`src/rtl/ntt_pkg.sv`:
```
// Shared constants, FSM state encoding and stage helper
// for the NTT butterfly address generator.
package ntt_pkg;

  localparam int LANES     = 4;
  localparam int ADDR_W    = 10;
  localparam int MAX_LOG_N = 10;

  typedef enum logic [1:0] {
    S_IDLE  = 2'd0,
    S_ISSUE = 2'd1,
    S_WAIT  = 2'd2,
    S_DONE  = 2'd3
  } state_e;

  // N = 8 << cfg, so a transform has log2(N) = cfg + 3 stages
  function automatic logic [3:0] stage_count(
    input logic [2:0] cfg
  );
    return 4'(cfg) + 4'd3;
  endfunction

endpackage

```
`src/rtl/bfly_lane_addr.sv`:
```
// One butterfly lane: maps butterfly index k and log2 of the
// half-span to the upper (a) and lower (b) leg addresses.
module bfly_lane_addr #(
  parameter int ADDR_W = ntt_pkg::ADDR_W
) (
  input  logic [ADDR_W-1:0] k,
  input  logic [3:0]        log_h,
  output logic [ADDR_W-1:0] a,
  output logic [ADDR_W-1:0] b
);

  logic [ADDR_W-1:0] h;
  logic [ADDR_W-1:0] hi;
  logic [ADDR_W-1:0] lo;

  assign h  = ADDR_W'(1) << log_h;
  // group index moves up one bit to leave room for the b leg
  assign hi = (k >> log_h) << (log_h + 4'd1);
  assign lo = k & (h - 1'b1);
  assign a  = hi | lo;
  assign b  = a + h;

endmodule

```
`src/rtl/ntt_addr_gen.sv`:
```
// Per-stage butterfly address sequencer for an in-place NTT,
// issuing LANES butterflies per beat with valid/ready flow.
module ntt_addr_gen #(
  parameter int LANES  = ntt_pkg::LANES,
  parameter int ADDR_W = ntt_pkg::ADDR_W
) (
  input  logic                    clk,
  input  logic                    i_reset,
  input  logic                    i_start,
  input  logic [2:0]              i_point_configuration,
  input  logic                    i_new_stage_trigger,
  input  logic                    i_ready,
  output logic                    o_valid,
  output logic [LANES*ADDR_W-1:0] o_addr_a,
  output logic [LANES*ADDR_W-1:0] o_addr_b,
  output logic [3:0]              o_stage,
  output logic                    o_working,
  output logic                    o_busy,
  output logic                    o_done
);

  import ntt_pkg::*;

  state_e            state;
  logic [2:0]        cfg;
  logic [3:0]        stage;
  logic [ADDR_W-1:0] beat;
  logic              primed;

  logic [3:0]              log_h;
  logic [ADDR_W-1:0]       last_beat;
  logic                    last_stage;
  logic [LANES*ADDR_W-1:0] addr_a;
  logic [LANES*ADDR_W-1:0] addr_b;

  // h = (N/2) >> stage, with N/2 = 1 << (cfg + 2)
  assign log_h = 4'(cfg) + 4'd2 - stage;

  assign last_beat = ADDR_W'(
    ((32'd1 << (32'(cfg) + 32'd2)) / LANES) - 1
  );

  assign last_stage = stage == (stage_count(cfg) - 4'd1);

  for (genvar l = 0; l < LANES; l++) begin : g_lane
    bfly_lane_addr #(
      .ADDR_W(ADDR_W)
    ) u_lane (
      .k    (ADDR_W'(32'(beat) * LANES + l)),
      .log_h(log_h),
      .a    (addr_a[l*ADDR_W +: ADDR_W]),
      .b    (addr_b[l*ADDR_W +: ADDR_W])
    );
  end

  assign o_valid   = state == S_ISSUE;
  assign o_working = o_valid & i_ready;
  assign o_busy    = state != S_IDLE;
  assign o_done    = state == S_DONE;
  assign o_stage   = stage;

  // addresses read as zero until the first transform is issued
  assign o_addr_a = primed ? addr_a : '0;
  assign o_addr_b = primed ? addr_b : '0;

  always_ff @(posedge clk or posedge i_reset) begin
    if (i_reset) begin
      state  <= S_IDLE;
      cfg    <= '0;
      stage  <= '0;
      beat   <= '0;
      primed <= 1'b0;
    end else begin
      unique case (state)
        S_IDLE: begin
          if (i_start) begin
            cfg    <= i_point_configuration;
            stage  <= '0;
            beat   <= '0;
            primed <= 1'b1;
            state  <= S_ISSUE;
          end
        end
        S_ISSUE: begin
          if (i_ready) begin
            if (beat == last_beat) begin
              state <= S_WAIT;
            end else begin
              beat <= beat + 1'b1;
            end
          end
        end
        S_WAIT: begin
          if (i_new_stage_trigger) begin
            if (last_stage) begin
              state <= S_DONE;
            end else begin
              stage <= stage + 4'd1;
              beat  <= '0;
              state <= S_ISSUE;
            end
          end
        end
        S_DONE: begin
          state <= S_IDLE;
        end
      endcase
    end
  end

endmodule

```
`config.mk`:
```
export PLATFORM = sky130hd
export DESIGN_NAME = ntt_addr_gen
export DESIGN_NICKNAME = d
export VERILOG_FILES = /design/src/rtl/ntt_pkg.sv /design/src/rtl/bfly_lane_addr.sv /design/src/rtl/ntt_addr_gen.sv
export SDC_FILE = /design/constraint.sdc
export NUM_CORES = 1
export LEC_CHECK = 0
export ABC_CLOCK_PERIOD_IN_PS = 8900
export BUFFER_PORTS_ARGS = -buffer_cell sky130_fd_sc_hd__clkbuf_2
export CAP_MARGIN = 0
export CORE_MARGIN = 2
export CORE_UTILIZATION = 55
export CTS_CLUSTER_SIZE = 25
export DETAILED_ROUTE_END_ITERATION = 10
export PLACE_DENSITY = 0.75
export SLEW_MARGIN = 20
export SYNTH_ARGS = -nofsm -noshare
export SYNTH_HDL_FRONTEND = slang
export SYNTH_HIERARCHICAL = 1
export SYNTH_SLANG_ARGS = --single-unit
```
`constraint.sdc`:
```
create_clock -name clk -period 8.9 [get_ports clk]
set_input_delay 0.89 -clock clk [delete_from_list [all_inputs] [get_ports clk]]
set_output_delay 0.89 -clock clk [all_outputs]
set_load 0.02 [all_outputs]
```
# Word level (Yosys, flattened, before mapping)

Index checks and enable logic that the tools add are counted.

Add/sub/neg operators: 17
$mul: 0
Div/mod/pow operators: 0
$lt $le $gt $ge: 0
Eq/ne operators: 11
Shift operators: 10
Mux-type cells: 18
Bitwise operators: 9
Reductions and logical operators: 8

Operator list:

| kind                                               | number |
|---|---|
| 2-to-1 mux 40 bit                                  | 2 |
| 2-to-1 mux 10 bit                                  | 5 |
| adder 10 bit                                       | 4 |
| AND 10 bit                                         | 4 |
| OR 10 bit                                          | 4 |
| left shift 10 x 4 -> 10 bit                        | 4 |
| >> shifter 10 x 4 -> 10 bit                        | 4 |
| case mux 10 bit (3 select lines)                   | 1 |
| adder 10 x 1 -> 10 bit, second input constant      | 2 |
| adder 10 x 2 -> 10 bit, second input constant      | 2 |
| subtractor 10 x 1 -> 10 bit, second input constant | 2 |
| adder 3 x 2 -> 4 bit, second input constant        | 3 |
| 2-to-1 mux 4 bit                                   | 3 |
| left shift 1 x 4 -> 12 bit, first input constant   | 1 |
| == test 10 bit                                     | 1 |
| 2-to-1 mux 2 bit                                   | 5 |
| != test 2 bit, second input constant               | 5 |
| left shift 1 x 4 -> 10 bit, first input constant   | 1 |
| adder 4 x 1 -> 4 bit, second input constant        | 2 |
| case mux 2 bit (4 select lines)                    | 1 |
| case mux 4 bit (2 select lines)                    | 1 |
| AND reduction 4 bit                                | 2 |
| AND reduction 6 bit                                | 1 |
| == test 2 bit, second input constant               | 2 |
| other kinds (10)                                   | 11 |

Register bits after elaboration: 20
Bits in latches: 0
Memory bits (writable): 0
Bits in read-only memories: 0
Output and inout bits: 88
Logic and storage cells: 78
Memories kept: 0

# Longest topological paths before layout

Gate-level depths: netlist of the first run.

Depth in word-level cells: 8
Mapped depth: 27
Depth with buffers taken out: 25

# Cells and area by module

The synthesis of the first run kept the hierarchy.

By module, submodules not included:

| module                                | times used | cells an instance | area each (sq um) | seq. area each (sq um) |
|---|---|---|---|---|
| bfly_lane_addr (g_lane[0].u_lane ...) | 3          | 283               | 1,943.1           | 0.0 |
| ntt_addr_gen                          | 1          | 281               | 2,214.6           | 500.5 |
| bfly_lane_addr (g_lane[3].u_lane)     | 1          | 239               | 1,686.6           | 0.0 |

# Least setup slack after synthesis of the first run

OpenSTA, ideal clock, no wires.

Path kind: reg2out
Start: register cfg[1]
End: output o_addr_b[19]
Arrival time: 5.956 ns
Setup slack: 2.054 ns
Stages on the path, launching flop included: 28
Cells stage by stage: dfrtp_1 > inv_1 > ha_1 > inv_1 > ha_1 > inv_1 > fa_1 > inv_1 > buf_4 > clkbuf_1 > inv_1 > ha_1 > nor2b_1 > clkbuf_1 > nor3b_1 > nand2_1 > or3_1 > xnor2_1 > a221oi_1 > inv_1 > ha_1 > inv_1 > nor2_1 > nor2_1 > mux2_1 > a221o_1 > a311oi_1 > and2_1

Cells in the longest elaborated chain, start to end: 8

RTL lines:

| item                        | line                 | text |
|---|---|---|
| from (decl)                 | ntt_addr_gen.sv:25   | `logic [2:0] cfg;` |
| from (signal assigned)      | ntt_addr_gen.sv:77   | `cfg <= i_point_configuration;` |
| adder 3 x 2 -> 4 bit (*)    | ntt_addr_gen.sv:37   | `assign log_h = 4'(cfg) + 4'd2 - stage;` |
| subtractor 4 bit (*)        | ntt_addr_gen.sv:37   |  |
| named net log_h[2]          | ntt_addr_gen.sv:30   | `logic [3:0] log_h;` |
| left shift 1 x 4 -> 10 bit  | bfly_lane_addr.sv:16 | `assign h = ADDR_W'(1) << log_h;` |
| subtractor 10 x 1 -> 10 bit | bfly_lane_addr.sv:19 | `assign lo = k & (h - 1'b1);` |
| AND 10 bit                  | bfly_lane_addr.sv:19 |  |
| OR 10 bit (*)               | bfly_lane_addr.sv:20 | `assign a = hi \| lo;` |
| named net addr_a[18]        | ntt_addr_gen.sv:33   | `logic [LANES*ADDR_W-1:0] addr_a;` |
| adder 10 bit (*)            | bfly_lane_addr.sv:21 | `assign b = a + h;` |
| named net addr_b[19]        | ntt_addr_gen.sv:34   | `logic [LANES*ADDR_W-1:0] addr_b;` |
| 2-to-1 mux 40 bit (*)       | ntt_addr_gen.sv:64   | `assign o_addr_b = primed ? addr_b : '0;` |
| to (decl)                   | ntt_addr_gen.sv:15   | `output logic [LANES*ADDR_W-1:0] o_addr_b,` |

Mark *: on every way through the listed nets, which the timed path passes. The rest lies on a longest branch.

# Final worst setup path of the first run

Start: register cfg[1]
End: output o_addr_b[9]

The elaborated chain is that of the path after synthesis.

==> results of run 1 <==
[worst max-delay path, delay by kind of cell (launching register included)]
kind | cells | cell delay (ns)
AOI/OAI and AO/OA | 10 | 2.51
adders and majority gates | 4 | 1.19
DFF | 1 | 0.50
buffers and inverters | 6 | 1.44
and+or+nand+nor | 3 | 0.89
[cells by family after synthesis]
logic type / after synthesis / synth area share, %
AND/OR/NAND/NOR: 562 / 31.9
AO/OA/AOI/OAI: 407 / 31.7
buffers and inverters: 179 / 8.22
adder cells (fa/ha/maj): 71 / 9.49
XOR/XNOR: 64 / 5.99
multiplexers: 64 / 7.48
flip-flops: 20 / 5.14
other: 2 / 0.0772
[cell usage after synthesis, types with 8 or more instances]
cell      instances
o21ai_0          64
a211oi_1         25
nor3b_1          15
o31a_1           10
nand2b_1         25
nor3_1           32
a21oi_1          41
a22o_1           11
buf_6             9
inv_1            83
and2_1          103
nor2b_1          24
dfrtp_1          20
clkbuf_1         50
nand3_1          48
o221ai_1         13
and3_1            8
a21o_1           18
nor4_1           11
buf_4             8
buf_2            20
o21a_1           15
nand4_1          11
o211ai_1         36
o22ai_1          13
o31ai_1          16
a31oi_1          26
xnor2_1          42
mux2i_1          36
xor2_1           19
nor2_1           84
or3_1            14
nand2_1         121
a21boi_0          8
mux2_2           14
ha_1             64
[flip-flops by register name, indices dropped and copies added, names as in the netlist]
register  cells
beat         10
o_stage       4
cfg           3
state         2
primed        1
[routing by layer]
metal	GRT usage [%]	share of wire, %	vias to the layer above
li1	-	-	5132
met1	41.8	48	4928
met2	43.9	44	425
met3	1.67	6.6	37
met4	6.13	1.3	0
met5	0	0	-
[worst max path at each step]
stage | slack, ns | start | end | cells past startpoint
2_1_floorplan | 2.05 | cfg[1] | o_addr_b[19] | 27
3_3_place_gp | 1.67 | cfg[1] | o_addr_b[29] | 27
3_5_place_dp | 1.58 | cfg[1] | o_addr_b[9] | 23
4_1_cts | 1.28 | cfg[1] | o_addr_b[9] | 26
5_1_grt | 0.72 | cfg[1] | o_addr_b[19] | 23
6_report | 1.18 | cfg[1] | o_addr_b[9] | 23
[metrics by stage]
step	hold WS [ns]	instances
after floorplan	0.534	1384
after global placement	0.532	1623
after detailed placement	0.551	1623
after CTS	0.560	1627
after global routing	0.588	1628
final	0.570	1628
[final cells by class]
type,count,area share [%]
inverters,84,3.07
well taps,225,2.73
multi-input cells,1185,82.5
clock buffers,4,0.861
repair buffers,110,5.94
flip-flops and latches,20,4.86
==> results.toml, run 1 <==
[synthesis]
yosysTopAreaCellShare_pct = 8.23
seq_area_frac_synth_pct = 5.14
synth_edf_count = 0
synth_cells = 1369
async_flop_share_pct = 100
ys.flop_type = "dfrtp_1"
ys_seq_elements = 20
synthesis.area_mm2 = 0.00973
synth.area.top_cells = "ha_1 (8.2%), and2_1 (6.6%), dfrtp_1 (5.1%)"
yosys.area.top_type = "ha_1"
syn_area_per_cell_um2 = 7.11
synth-warning-count = 6
synth.distinct_cells = 104

[route]
drt_wl_total_um = 27100
post-route-drc-count = 0
num_vias = 10500
vias_per_cell = 6.46
drt-pass1-iter-count = 5
wl_per_cell_um = 16.6
first_iter_violations = 791
ant_nets = 0

[sta]
relSlewSlack_pct = 26.2
setup_slack_ns = 1.18
drv_slew = 0
fin_worst_skew_ns = 0.00423
worst_pin_slew_ns = 1.11
setup_viol = 0
period_share_pct = 86.7
max_freq_ghz = 0.130
hold_viol = 0
setup_tns_ns = 0
rsz0062_at_grt = "false"
fin_crit_ns = 7.72

[clock_tree]
post_cts_buffers = 0
cts_root_buf = "clkbuf_16"
ctsHoldBuffers = 0
clock_sinks = 20
cts_buffer_depth = 2
cts.clk_slew.worst_paths_ns = 0.06
cts_made_buffers = 3
cts.repair.resized = 0
h-tree-depth = 1
clk_latency_ns = 0.26
cts_tree = "done"

[setup_path]
ff2ff_path_depth = 8
r2r_setup_slack_ns = 5.47
r2r_start = "cfg[1]"
path_cells = "inv_1 -> ha_1 -> inv_1 -> ha_4 -> inv_1 -> fa_1 -> inv_2 -> buf_4 -> and2b_1 -> a2111oi_0 -> a31oi_1 -> nand3_1 -> o22ai_1 -> ha_1 -> a21o_1 -> a21o_1 -> o31a_1 -> o21ai_2 -> o21ai_0 -> a221o_1 -> a311oi_1 -> and2_1 -> clkbuf_2"
crit_arrival_ns = 6.83
worst_setup_path_start_kind = "flop"
rr_endpoint = "beat[4]"
critical_path.slowest_cell = "inv_2"
cp_max_fo = 48
worstPathRequired_ns = 8.01
cpMostUsedCell = "inv_1"
criticalPathCategory = "flop to output pin"
critPathMaxStageDelay_ns = 0.62
endpoint_kind = "output pin"

[cells_and_area]
antenna_cells = 0
layout.cells.most_common_list = "nand2_1 (121), and2_1 (103), clkbuf_2 (95)"
layout-drive-gt1-share_pct = 14.8
finalInstanceArea_mm2 = 0.0103
final_core_util_pct = 59.6
layout_commonest_cell = "nand2_1"
fillers = 1691
nets = 1481
area_growth_syn_to_layout_pct = 6.00
multi_input_area_mm2 = 0.00851
register_area_um2 = 502

[die]
dieArea_mm2 = 0.0188
start_util_pct = 56.3
die_w_um = 137
die_h_um = 137
fp-row-count = 48
core_mm2 = 0.0173
ios = 96

[grt]
grt_antenna_before_repair = 0
grt_pass1_vias = 9162
grt.overflow.total = 0
grt_pass1_wl_um = 44600
grt_max_degree = 82
track_usage_pct = 28.0

[min_path]
whs_endpoint = "beat[3]"
hold_depth = 2
hold_class = "flop to flop"
hold_start = "beat[3]"

[placed_design]
port_buffers = 95
place_hpwl_um = 19300
dp_worst_setup_slack_ns = 1.58
dpl_cell_area_mm2 = 0.0102
finalWeightedCongestion = 0.900

[run]
cap_violations = 0

[outcome]
run_status = "finished clean"
Power of run 1 is not shown: default switching activity piles up to over one toggle a cycle in this logic, so the estimate is an artifact.
==> run 2, diff against run 1 <==
--- a/config.mk
+++ b/config.mk
@@ -12,9 +12,8 @@
 export CORE_UTILIZATION = 55
 export CTS_CLUSTER_SIZE = 25
 export DETAILED_ROUTE_END_ITERATION = 10
-export PLACE_DENSITY = 0.75
+export PLACE_DENSITY = 0.8
 export SLEW_MARGIN = 20
 export SYNTH_ARGS = -nofsm -noshare
 export SYNTH_HDL_FRONTEND = slang
-export SYNTH_HIERARCHICAL = 1
 export SYNTH_SLANG_ARGS = --single-unit
==> run 2 against run 1 <==
  * Worst hold slack better by 0.040 ns
  * Die area decreased by 49%
  * Sequential share of layout area rose by 4.5 points
  * Clock skew decreased by 0.00066 ns
  * Cell area fell by 48%
  * First-iteration DRC count fell by 50%
  * Register-to-register slack about the same
  * Worst setup slack improved by 0.23 ns
  * Global-route usage up 3.9 points
  * Non-clock buffer count fell by 13
  * Utilization rose by 2.1 points
  * Largest cell class unchanged
  * Area after synthesis is 50% lower
==> results.toml, run 2 <==
[synthesis]
yosys.area_share.simple_pct = 29.7
yosys.area.top_type = "ha_1"
synth_top_family_by_area = "simple AND/OR/NAND/NOR gates"
synthesis.area_mm2 = 0.00483
synth_common_cells = "nor2_1 (69), nand2_1 (52), and2_1 (49)"
synth_cells = 674
ys_seq_elements = 20
synth.area.top_cells = "ha_1 (12%), dfrtp_1 (10%), and2_1 (6.3%)"
muxShareOfSynthArea_pct = 5.03
syn_area_per_cell_um2 = 7.17
synth_edf_count = 0
synth_xor_area_share_pct = 9.27
async_flop_share_pct = 100
synth.most_common_cell = "nor2_1"
synth-warning-count = 0
synth_compound_area_share_pct = 26.1
ys.flop_type = "dfrtp_1"
synth_fa_ha_area_share_pct = 13.4
yosysTopAreaCellShare_pct = 12.2
synth.distinct_cells = 80
seq_area_frac_synth_pct = 10.4

[clock_tree]
clock_sinks = 20
post_cts_buffers = 0
cts_buffer_depth = 2
cts_tree = "done"
ctsHoldBuffers = 0
cts_root_buf = "clkbuf_8"
h-tree-depth = 1
cts.clk_slew.worst_paths_ns = 0.08
cts.repair.resized = 0
clk_latency_ns = 0.27
cts_made_buffers = 3

[die]
die_w_um = 97.7
core_mm2 = 0.00864
die_h_um = 97.7
start_util_pct = 55.9
dieArea_mm2 = 0.00955
ios = 96
fp-row-count = 34

[grt]
track_usage_pct = 31.9
grt_pass1_wl_um = 25300
grt_pass1_vias = 5012
grt_max_degree = 52
grt.overflow.total = 0
grt_antenna_before_repair = 0

[route]
first_iter_violations = 396
wl_met2_um = 6780
drt_wl_total_um = 15300
drt-pass1-iter-count = 6
vias_per_cell = 6.42
wl_per_cell_um = 18.2
ant_nets = 0
highest_layer = "met4"
post-route-drc-count = 0
num_vias = 5393
wl_met3_um = 1300
drt-met1-wl_um = 6900

[placed_design]
finalWeightedCongestion = 0.987
place_hpwl_um = 11900
port_buffers = 95

[cells_and_area]
nets = 791
antenna_cells = 0
area_growth_syn_to_layout_pct = 10.4
final_core_util_pct = 61.7
layout-drive-gt1-share_pct = 16.7
layout_commonest_cell = "clkbuf_2"
layout.cells.most_common_list = "clkbuf_2 (95), nor2_1 (69), nand2_1 (52)"
largest_register = "beat"
largest_reg_flops = 10
fillers = 794

[setup_path]
criticalPathCategory = "flop to output pin"
crit_arrival_ns = 6.59
ff2ff_path_depth = 9
endpoint_kind = "output pin"
worst_setup_path_start_kind = "flop"
r2r_setup_slack_ns = 5.46
worstPathRequired_ns = 8.01
cp_max_fo = 34

[sta]
rsz0062_at_grt = "false"
period_share_pct = 84.1
max_freq_ghz = 0.134
setup_viol = 0
hold_viol = 0
setup_tns_ns = 0
worst_pin_slew_ns = 1.09
fin_worst_skew_ns = 0.00358
relSlewSlack_pct = 27.5
drv_slew = 0
fin_crit_ns = 7.48

[min_path]
hold_depth = 2
hold_class = "flop to flop"

[run]
cap_violations = 0

[outcome]
run_status = "finished clean"
[run 2: routing by layer]
metal | global-route usage (%) | up-vias
met5 | 0 | -
met4 | 6.94 | 0
met3 | 5.18 | 37
met2 | 50.2 | 285
met1 | 46.1 | 2529
li1 | - | 2542
[run 2: cells by family after synthesis]
family / Yosys count
buffers and inverters: 72
muxes: 24
AOI/OAI and AO/OA: 189
other: 1
xor gates and xnor gates: 46
and+or+nand+nor: 272
DFF: 20
adders and majority gates: 50
[run 2: worst max-delay path, cell delays in order, from the launching register on]
cell      delay [ns]
dfrtp_1         0.56
inv_1           0.18
ha_1            0.38
inv_1           0.10
ha_1            0.14
inv_1           0.05
fa_1            1.21
nand2b_1        0.33
or3_1           0.40
ha_1            0.24
nand2b_1        0.11
a311oi_1        0.07
o21bai_1        0.20
a21oi_1         0.12
nor4_2          0.43
a21oi_1         0.14
ha_1            0.32
or2_2           0.29
o311a_1         0.15
and3_1          0.20
or3_1           0.34
mux2i_1         0.15
clkbuf_2        0.19
[run 2: worst paths after layout]
check	startpoint	end
hold / removal	o_stage[0]	o_stage[0]
min in group asynchronous	i_reset	beat[0]
hold reg to reg	o_stage[0]	o_stage[0]
setup / recovery	cfg[1]	o_addr_b[39]
max in group asynchronous	i_reset	primed
setup reg to reg	cfg[1]	beat[6]
[run 2: layout make-up]
cell class	count	area, um2	area share [%]
inverter	28	105	1.97
clock buffer	4	55.1	1.03
multi-input combinational	583	4040	75.9
timing repair buffer	97	490	9.20
tap	108	135	2.53
sequential	20	502	9.41
[run 2: stage by stage]
| stage | std cells | setup WS [ns] | hold slack [ns] | cell area [um2] |
|---|---|---|---|---|
| CTS | 840 | 1.53 | 0.615 | 5330 |
| finish | 840 | 1.42 | 0.611 | 5330 |
| global route | 840 | 0.896 | 0.642 | 5330 |
| global placement | 836 | 2.14 | 0.557 | 5270 |
| detailed placement | 836 | 1.86 | 0.589 | 5280 |
| floorplan | 675 | 2.55 | 0.519 | 4830 |
Power of run 2 is left out for the same reason.
